**src/rtl/ddr3_port_arbiter.sv**
```systemverilog
// rtl/ddr3_port_arbiter.sv - four-port DDR3 command arbiter with BLW burst tracking and read-tag return routing
// Optional macro DDR3_ARB_FIXED_PRIO_EN: strict fixed priority (port 0 highest) instead of round-robin.
module ddr3_port_arbiter #(
  parameter int NPORT        = 4,
  parameter int TAG_DEPTH_P2 = 5
) (
  input  logic               clk,
  input  logic               reset,
  input  logic [NPORT-1:0]   p_valid,
  input  logic [NPORT*3-1:0] p_cmd,
  input  logic [NPORT*26-1:0] p_addr,
  input  logic [NPORT*2-1:0] p_sz,
  input  logic [NPORT*3-1:0] p_op,
  input  logic [NPORT*16-1:0] p_din,
  output logic [NPORT-1:0]   p_accept,
  output logic [NPORT-1:0]   p_wnext,
  output logic [NPORT-1:0]   p_rvalid,
  output logic [15:0]        p_rdata,
  output logic [25:0]        p_raddr,
  output logic [2:0]         ddr_cmd,
  output logic [25:0]        ddr_addr,
  output logic [1:0]         ddr_sz,
  output logic [2:0]         ddr_op,
  output logic [15:0]        ddr_din,
  input  logic               ddr_notfull,
  input  logic               ddr_ready,
  input  logic [5:0]         ddr_fillcount,
  output logic               ddr_read,
  input  logic [15:0]        ddr_dout,
  input  logic [25:0]        ddr_raddr,
  input  logic               ddr_validout
);

  localparam logic [0:0] ST_IDLE  = 1'b0;
  localparam logic [0:0] ST_BURST = 1'b1;

  localparam logic [2:0] CMD_IDLE = 3'b000;
  localparam logic [2:0] CMD_SCR  = 3'b001;
  localparam logic [2:0] CMD_BLR  = 3'b011;
  localparam logic [2:0] CMD_BLW  = 3'b100;
  localparam logic [2:0] CMD_ATR  = 3'b101;

  localparam int TAG_DEPTH = 1 << TAG_DEPTH_P2;
  localparam logic [TAG_DEPTH_P2:0] TAG_FULL_LVL = (TAG_DEPTH_P2+1)'(TAG_DEPTH);

  function automatic logic is_read(input logic [2:0] c);
    return (c == CMD_SCR) || (c == CMD_BLR) || (c == CMD_ATR);
  endfunction

  logic [0:0] state;
  logic [4:0] beat_cnt;
  logic [1:0] burst_owner;
`ifndef DDR3_ARB_FIXED_PRIO_EN
  logic [1:0] last_grant;
  logic [1:0] rr_idx;
`endif

  // Tag entry: {port id, words expected}; the count field holds 1..32.
  logic [7:0]              tag_mem [TAG_DEPTH];
  logic [TAG_DEPTH_P2-1:0] tag_wr_ptr;
  logic [TAG_DEPTH_P2-1:0] tag_rd_ptr;
  logic [TAG_DEPTH_P2:0]   tag_fill;
  logic [5:0]              head_done;
  logic                    tag_full;
  logic                    tag_empty;
  logic [1:0]              head_port;
  logic [5:0]              head_cnt;
  logic                    rd_take;
  logic                    tag_pop;
  logic                    tag_push;
  logic [5:0]              push_cnt;

  logic [NPORT-1:0] eligible;
  logic             can_grant;
  logic             found;
  logic [1:0]       sel;
  logic             grant;
  logic [2:0]       sel_cmd;
  logic [1:0]       sel_sz;
  logic             beat_ok;

  assign tag_full  = (tag_fill == TAG_FULL_LVL);
  assign tag_empty = (tag_fill == '0);
  assign head_port = tag_mem[tag_rd_ptr][7:6];
  assign head_cnt  = tag_mem[tag_rd_ptr][5:0];

  assign can_grant = !reset && (state == ST_IDLE) && ddr_ready && ddr_notfull
                     && (ddr_fillcount < 6'd32);
  assign beat_ok   = !reset && (state == ST_BURST) && (ddr_fillcount < 6'd32);

  always_comb begin
    eligible = '0;
    for (int n = 0; n < NPORT; n++) begin
      eligible[n] = p_valid[n] && (!is_read(p_cmd[n*3 +: 3]) || !tag_full);
    end
  end

`ifdef DDR3_ARB_FIXED_PRIO_EN
  always_comb begin
    found = 1'b0;
    sel   = 2'd0;
    for (int n = NPORT-1; n >= 0; n--) begin
      if (eligible[n]) begin
        found = 1'b1;
        sel   = 2'(n);
      end
    end
  end
`else
  // Search begins one past the last winner so every requester is reached within NPORT grants.
  always_comb begin
    found  = 1'b0;
    sel    = 2'd0;
    rr_idx = 2'd0;
    for (int k = 1; k <= NPORT; k++) begin
      rr_idx = last_grant + 2'(k);
      if (!found && eligible[rr_idx]) begin
        found = 1'b1;
        sel   = rr_idx;
      end
    end
  end
`endif

  assign grant    = can_grant && found;
  assign sel_cmd  = p_cmd[int'(sel)*3 +: 3];
  assign sel_sz   = p_sz[int'(sel)*2 +: 2];
  assign push_cnt = (sel_cmd == CMD_BLR) ? {3'(sel_sz) + 3'd1, 3'b000} : 6'd1;
  assign tag_push = grant && is_read(sel_cmd);
  assign rd_take  = !reset && ddr_validout && !tag_empty;
  assign tag_pop  = rd_take && ((head_done + 6'd1) == head_cnt);

  always_comb begin
    p_accept = '0;
    p_wnext  = '0;
    ddr_cmd  = CMD_IDLE;
    ddr_addr = '0;
    ddr_sz   = '0;
    ddr_op   = '0;
    ddr_din  = '0;
    if (grant) begin
      p_accept[sel] = 1'b1;
      ddr_cmd  = sel_cmd;
      ddr_addr = p_addr[int'(sel)*26 +: 26];
      ddr_sz   = sel_sz;
      ddr_op   = p_op[int'(sel)*3 +: 3];
      ddr_din  = p_din[int'(sel)*16 +: 16];
    end else if (!reset && (state == ST_BURST)) begin
      ddr_addr = p_addr[int'(burst_owner)*26 +: 26];
      ddr_sz   = p_sz[int'(burst_owner)*2 +: 2];
      ddr_op   = p_op[int'(burst_owner)*3 +: 3];
      ddr_din  = p_din[int'(burst_owner)*16 +: 16];
      if (beat_ok) p_wnext[burst_owner] = 1'b1;
    end
  end

  always_comb begin
    p_rvalid = '0;
    if (rd_take) p_rvalid[head_port] = 1'b1;
  end

  assign p_rdata  = ddr_dout;
  assign p_raddr  = ddr_raddr;
  assign ddr_read = !reset && !tag_empty;

  always_ff @(posedge clk) begin
    if (reset) begin
      state       <= ST_IDLE;
      beat_cnt    <= 5'd0;
      burst_owner <= 2'd0;
`ifndef DDR3_ARB_FIXED_PRIO_EN
      last_grant  <= 2'd3;
`endif
    end else begin
      if (grant) begin
`ifndef DDR3_ARB_FIXED_PRIO_EN
        last_grant <= sel;
`endif
        // The accept cycle carries the first beat, so the counter holds the remaining beats.
        if (sel_cmd == CMD_BLW) begin
          state       <= ST_BURST;
          beat_cnt    <= 5'({3'(sel_sz) + 3'd1, 3'b000} - 6'd1);
          burst_owner <= sel;
        end
      end
      if (beat_ok) begin
        if (beat_cnt == 5'd1) begin
          state    <= ST_IDLE;
          beat_cnt <= 5'd0;
        end else begin
          beat_cnt <= beat_cnt - 5'd1;
        end
      end
    end
  end

  always_ff @(posedge clk) begin
    if (tag_push) tag_mem[tag_wr_ptr] <= {sel, push_cnt};
  end

  always_ff @(posedge clk) begin
    if (reset) begin
      tag_wr_ptr <= '0;
      tag_rd_ptr <= '0;
      tag_fill   <= '0;
      head_done  <= 6'd0;
    end else begin
      if (tag_push) tag_wr_ptr <= tag_wr_ptr + 1'b1;
      if (tag_pop)  tag_rd_ptr <= tag_rd_ptr + 1'b1;
      case ({tag_push, tag_pop})
        2'b10:   tag_fill <= tag_fill + 1'b1;
        2'b01:   tag_fill <= tag_fill - 1'b1;
        default: tag_fill <= tag_fill;
      endcase
      if (tag_pop)      head_done <= 6'd0;
      else if (rd_take) head_done <= head_done + 6'd1;
    end
  end

endmodule
```
**config.mk**
```make
export PLATFORM = sky130hd
export DESIGN_NAME = ddr3_port_arbiter
export DESIGN_NICKNAME = d
export VERILOG_FILES = /design/src/rtl/ddr3_port_arbiter.sv
export SDC_FILE = /design/constraint.sdc
export NUM_CORES = 1
export LEC_CHECK = 0
export ABC_CLOCK_PERIOD_IN_PS = 14400
export BUFFER_PORTS_ARGS = -buffer_cell sky130_fd_sc_hd__buf_2
export CORE_MARGIN = 3
export CORE_UTILIZATION = 30
export CTS_CLUSTER_SIZE = 28
export DETAILED_ROUTE_END_ITERATION = 6
export HOLD_SLACK_MARGIN = 0.08
export PLACE_DENSITY = 0.56
export SYNTH_ARGS = -nofsm -noshare
export SYNTH_HDL_FRONTEND = slang
export SYNTH_SLANG_ARGS = --single-unit
```
**constraint.sdc**
```tcl
create_clock -name clk -period 14.4 [get_ports clk]
set_input_delay 0.72 -clock clk [delete_from_list [all_inputs] [get_ports clk]]
set_output_delay 0.72 -clock clk [all_outputs]
set_load 0.05 [all_outputs]
```
==> flow_summary.yaml <==
global_routing:
  grt_usage_pct: 15.92
  overflow: 0
  grt_antenna_before_repair: 4
  grt_pass1_vias: 9312
  grt_max_degree: 64
  grt_pass1_wl_um: 55750
die:
  core.rowCount: 75
  die_area_mm2: 0.04525
  start_util_pct: 30.49
  die_x_um: 212.7
  fp.coreArea_mm2: 0.04204
  fp.dieH_um: 212.7
  pin_count: 362
critical_path:
  end_kind: "output port"
  cp_max_fo: 59
  crit_path_start_kind: "register"
  crit_type: "register to output port"
  worst-endpoint-required_ns: 13.68
  crit_arrival_ns: 4.67
yosys:
  synth_mux_area_share_pct: 22.47
  syn_inst: 1001
  synth_fp_nets: 1270
  ys.warnings.count: 0
  synth_cell_types: 56
  synth-async-reset-ratio_pct: 0
  ys_seq_elements: 229
  synthAdderAreaFrac_pct: 1.171
  synth_edf_count: 192
  synth_area_per_cell_um2: 12.81
  synthXorXnorAreaFrac_pct: 1.640
  syn-cell-area_mm2: 0.01282
  synth_simple_gate_area_share_pct: 9.829
  synth_compound_area_share_pct: 8.980
  synth_top_family_by_area: "multiplexers"
  ys_seq_area_share_pct: 50.76
  ys.flop_type: "edfxtp_1"
sta:
  finalHoldViolCount: 0
  slew_violations: 0
  min_period_ns: 5.386
  worst_slew_pin_slew_ns: 1.276
  whs_ns: 0.5007
  maxSlewHeadroom_pct: 14.96
  min_period_over_period_pct: 37.41
  fin_skew_ns: 0.02165
  setup_viol: 0
  clock.fmax_mhz: 185.7
  rsz0062_at_grt: "false"
  tns_ns: 0
worst_hold_path:
  worstHoldPathType: "register to register"
cts:
  cts_sinks: 229
  hold_buffers: 0
  cts_root_buffer: "clkbuf_16"
  postCtsSetupBuffers: 0
  cts_tree: "done"
  htree_levels: 1
  clock_latency_ns: 0.51
  cts.clk_slew.worst_paths_ns: 0.06
  numCtsBuffers: 24
  ctsResizeCount: 0
  clock_path_buffers: 3
cells_and_area:
  fin_nets: 1470
  drive_above_1_share_pct: 36.70
  stdcell_area_mm2: 0.01515
  area_growth_pct: 18.20
  fillCellCount: 4120
  fin_cells: 1761
drt:
  ant_nets: 0
  drc: 0
  wl_per_cell_um: 21.15
  viasPerCell: 5.297
  dr.pass1.iters: 5
  routed_wl_um: 37250
  vias: 9328
  drt_iter0_markers: 742
place:
  gp_congestion: 0.8205
  port_buffers: 272
  placed_cells: 1714
  hpwlAfterDp_um: 26350
  post_dp_cell_area_mm2: 0.01439
pwr:
  p_seq_share_pct: 49.0
  p_clk_share_pct: 39.8
  ir_worst_vdd_mv: 0.06316
  total_power_mw: 1.487
  p_sw_mw: 0.3444
  p_sw_share_pct: 23.16
  power.density_mw_per_mm2: 98.14
  power_leakage_nw: 5.398
  p_int_mw: 1.143
  p_comb_share_pct: 11.2
run:
  cap_viol_max_count: 0
run_status:
  status: "complete, no violations"
-- cell usage in the layout (no fill, tap or decap), types with 7 or more instances in the layout --
master	synthesis	routed
clkbuf_16	0	25
nand3_1	24	24
nor2_1	85	85
dfxtp_1	37	33
clkbuf_1	50	9
buf_2	9	272
buf_4	42	14
o221ai_1	21	21
xnor2_1	9	9
or3_1	10	10
nor3_1	8	8
mux4_2	107	107
a32o_1	7	7
edfxtp_1	192	192
a21oi_1	57	57
mux2i_1	47	47
o21ai_0	32	32
a31oi_1	8	8
nand2_1	129	129
a22oi_1	16	16
inv_1	12	12
xor2_1	15	15
ha_1	12	12
-- area by class of cell --
type | instances | area (um2) | share of cell area, %
clock inverter | 9 | 90.09 | 0.5946
timing repair buffer | 286 | 1466 | 9.678
multi-input combinational | 645 | 5679 | 37.48
clock buffer | 34 | 659.4 | 4.352
tap | 539 | 674.4 | 4.451
inverter | 15 | 58.81 | 0.3881
antenna | 4 | 10.01 | 0.06606
sequential | 229 | 6514 | 42.99
-- critical path, stage by stage (launching register included) --
cell and delay, ns:
dfxtp_1 0.39, nor4_4 0.49, a41oi_1 0.31, a211oi_1 0.45
a21oi_4 0.07, inv_4 0.45, buf_4 0.74, nand2_1 0.38
o21ai_0 0.27, a31oi_1 0.08, a21oi_1 0.16, nor2_1 0.07
buf_2 0.22
-- layer usage --
layer  up-vias  wire length, um  GRT usage, %
met5         -               13             0
met2       422            18340         26.86
met4         2              602         3.005
met1      4623            14910         20.80
met3        46             3380         4.408
li1       4235                -             -
-- worst paths after layout --
check / start / end / slack, ns / cells past startpoint
setup / recovery: tag_fill[1] / ddr_op[2] / 9.01 / 12
hold / removal: head_done[1] / head_done[1] / 0.50 / 2
setup reg to reg: tag_fill[1] / tag_fill[4] / 9.19 / 19
hold reg to reg: head_done[1] / head_done[1] / 0.50 / 2
-- synthesized netlist by cell type (10+ instances only) --
| library cell | number | share of area, % |
|---|---|---|
| inv_1 | 12 | 0.35 |
| xor2_1 | 15 | 1.0 |
| o21ai_0 | 32 | 1.2 |
| dfxtp_1 | 37 | 5.8 |
| nor2_1 | 85 | 2.5 |
| clkbuf_1 | 50 | 1.5 |
| mux2i_1 | 47 | 3.7 |
| or3_1 | 10 | 0.49 |
| mux4_2 | 107 | 19 |
| a22oi_1 | 16 | 0.94 |
| buf_4 | 42 | 2.5 |
| edfxtp_1 | 192 | 45 |
| a21oi_1 | 57 | 2.2 |
| o221ai_1 | 21 | 1.4 |
| ha_1 | 12 | 1.2 |
| nand3_1 | 24 | 0.94 |
| nand2_1 | 129 | 3.8 |
-- power groups by stage --
stage | clock [mW] | sequential [mW] | combinational, mW
5_1_grt | 0.638 | 0.728 | 0.182
4_1_cts | 0.607 | 0.728 | 0.168
3_3_place_gp | 0 | 0.742 | 0.163
6_report | 0.592 | 0.728 | 0.166
3_5_place_dp | 0 | 0.742 | 0.167
2_1_floorplan | 0 | 0.741 | 0.131
-- per-stage QoR --
stage	worst slack [ns]	util (%)
after floorplan	9.539	-
after global placement	9.127	34.24
after detailed placement	9.041	34.24
after CTS	8.957	36.02
after global routing	8.604	36.02
final	9.014	36.04
-- registers in the layout, summed over array words and instances, names as in the netlist, named ones only --
register	cells
tag_wr_ptr	5
state	1
last_grant	2
burst_owner	2
head_done	6
tag_fill	6
tag_rd_ptr	5
tag_mem	192
beat_cnt	5
-- logic make-up (layout without fill, tap and decap cells) --
kind of cell	after synthesis	in the layout
and+or+nand+nor	286	286
DFF	229	229
AOI/OAI and AO/OA	169	169
muxes	154	154
buffers and inverters	127	344
xor gates and xnor gates	24	24
adders and majority gates	12	12
other	0	4
No activity file was read; power rests on OpenSTA's default activity.
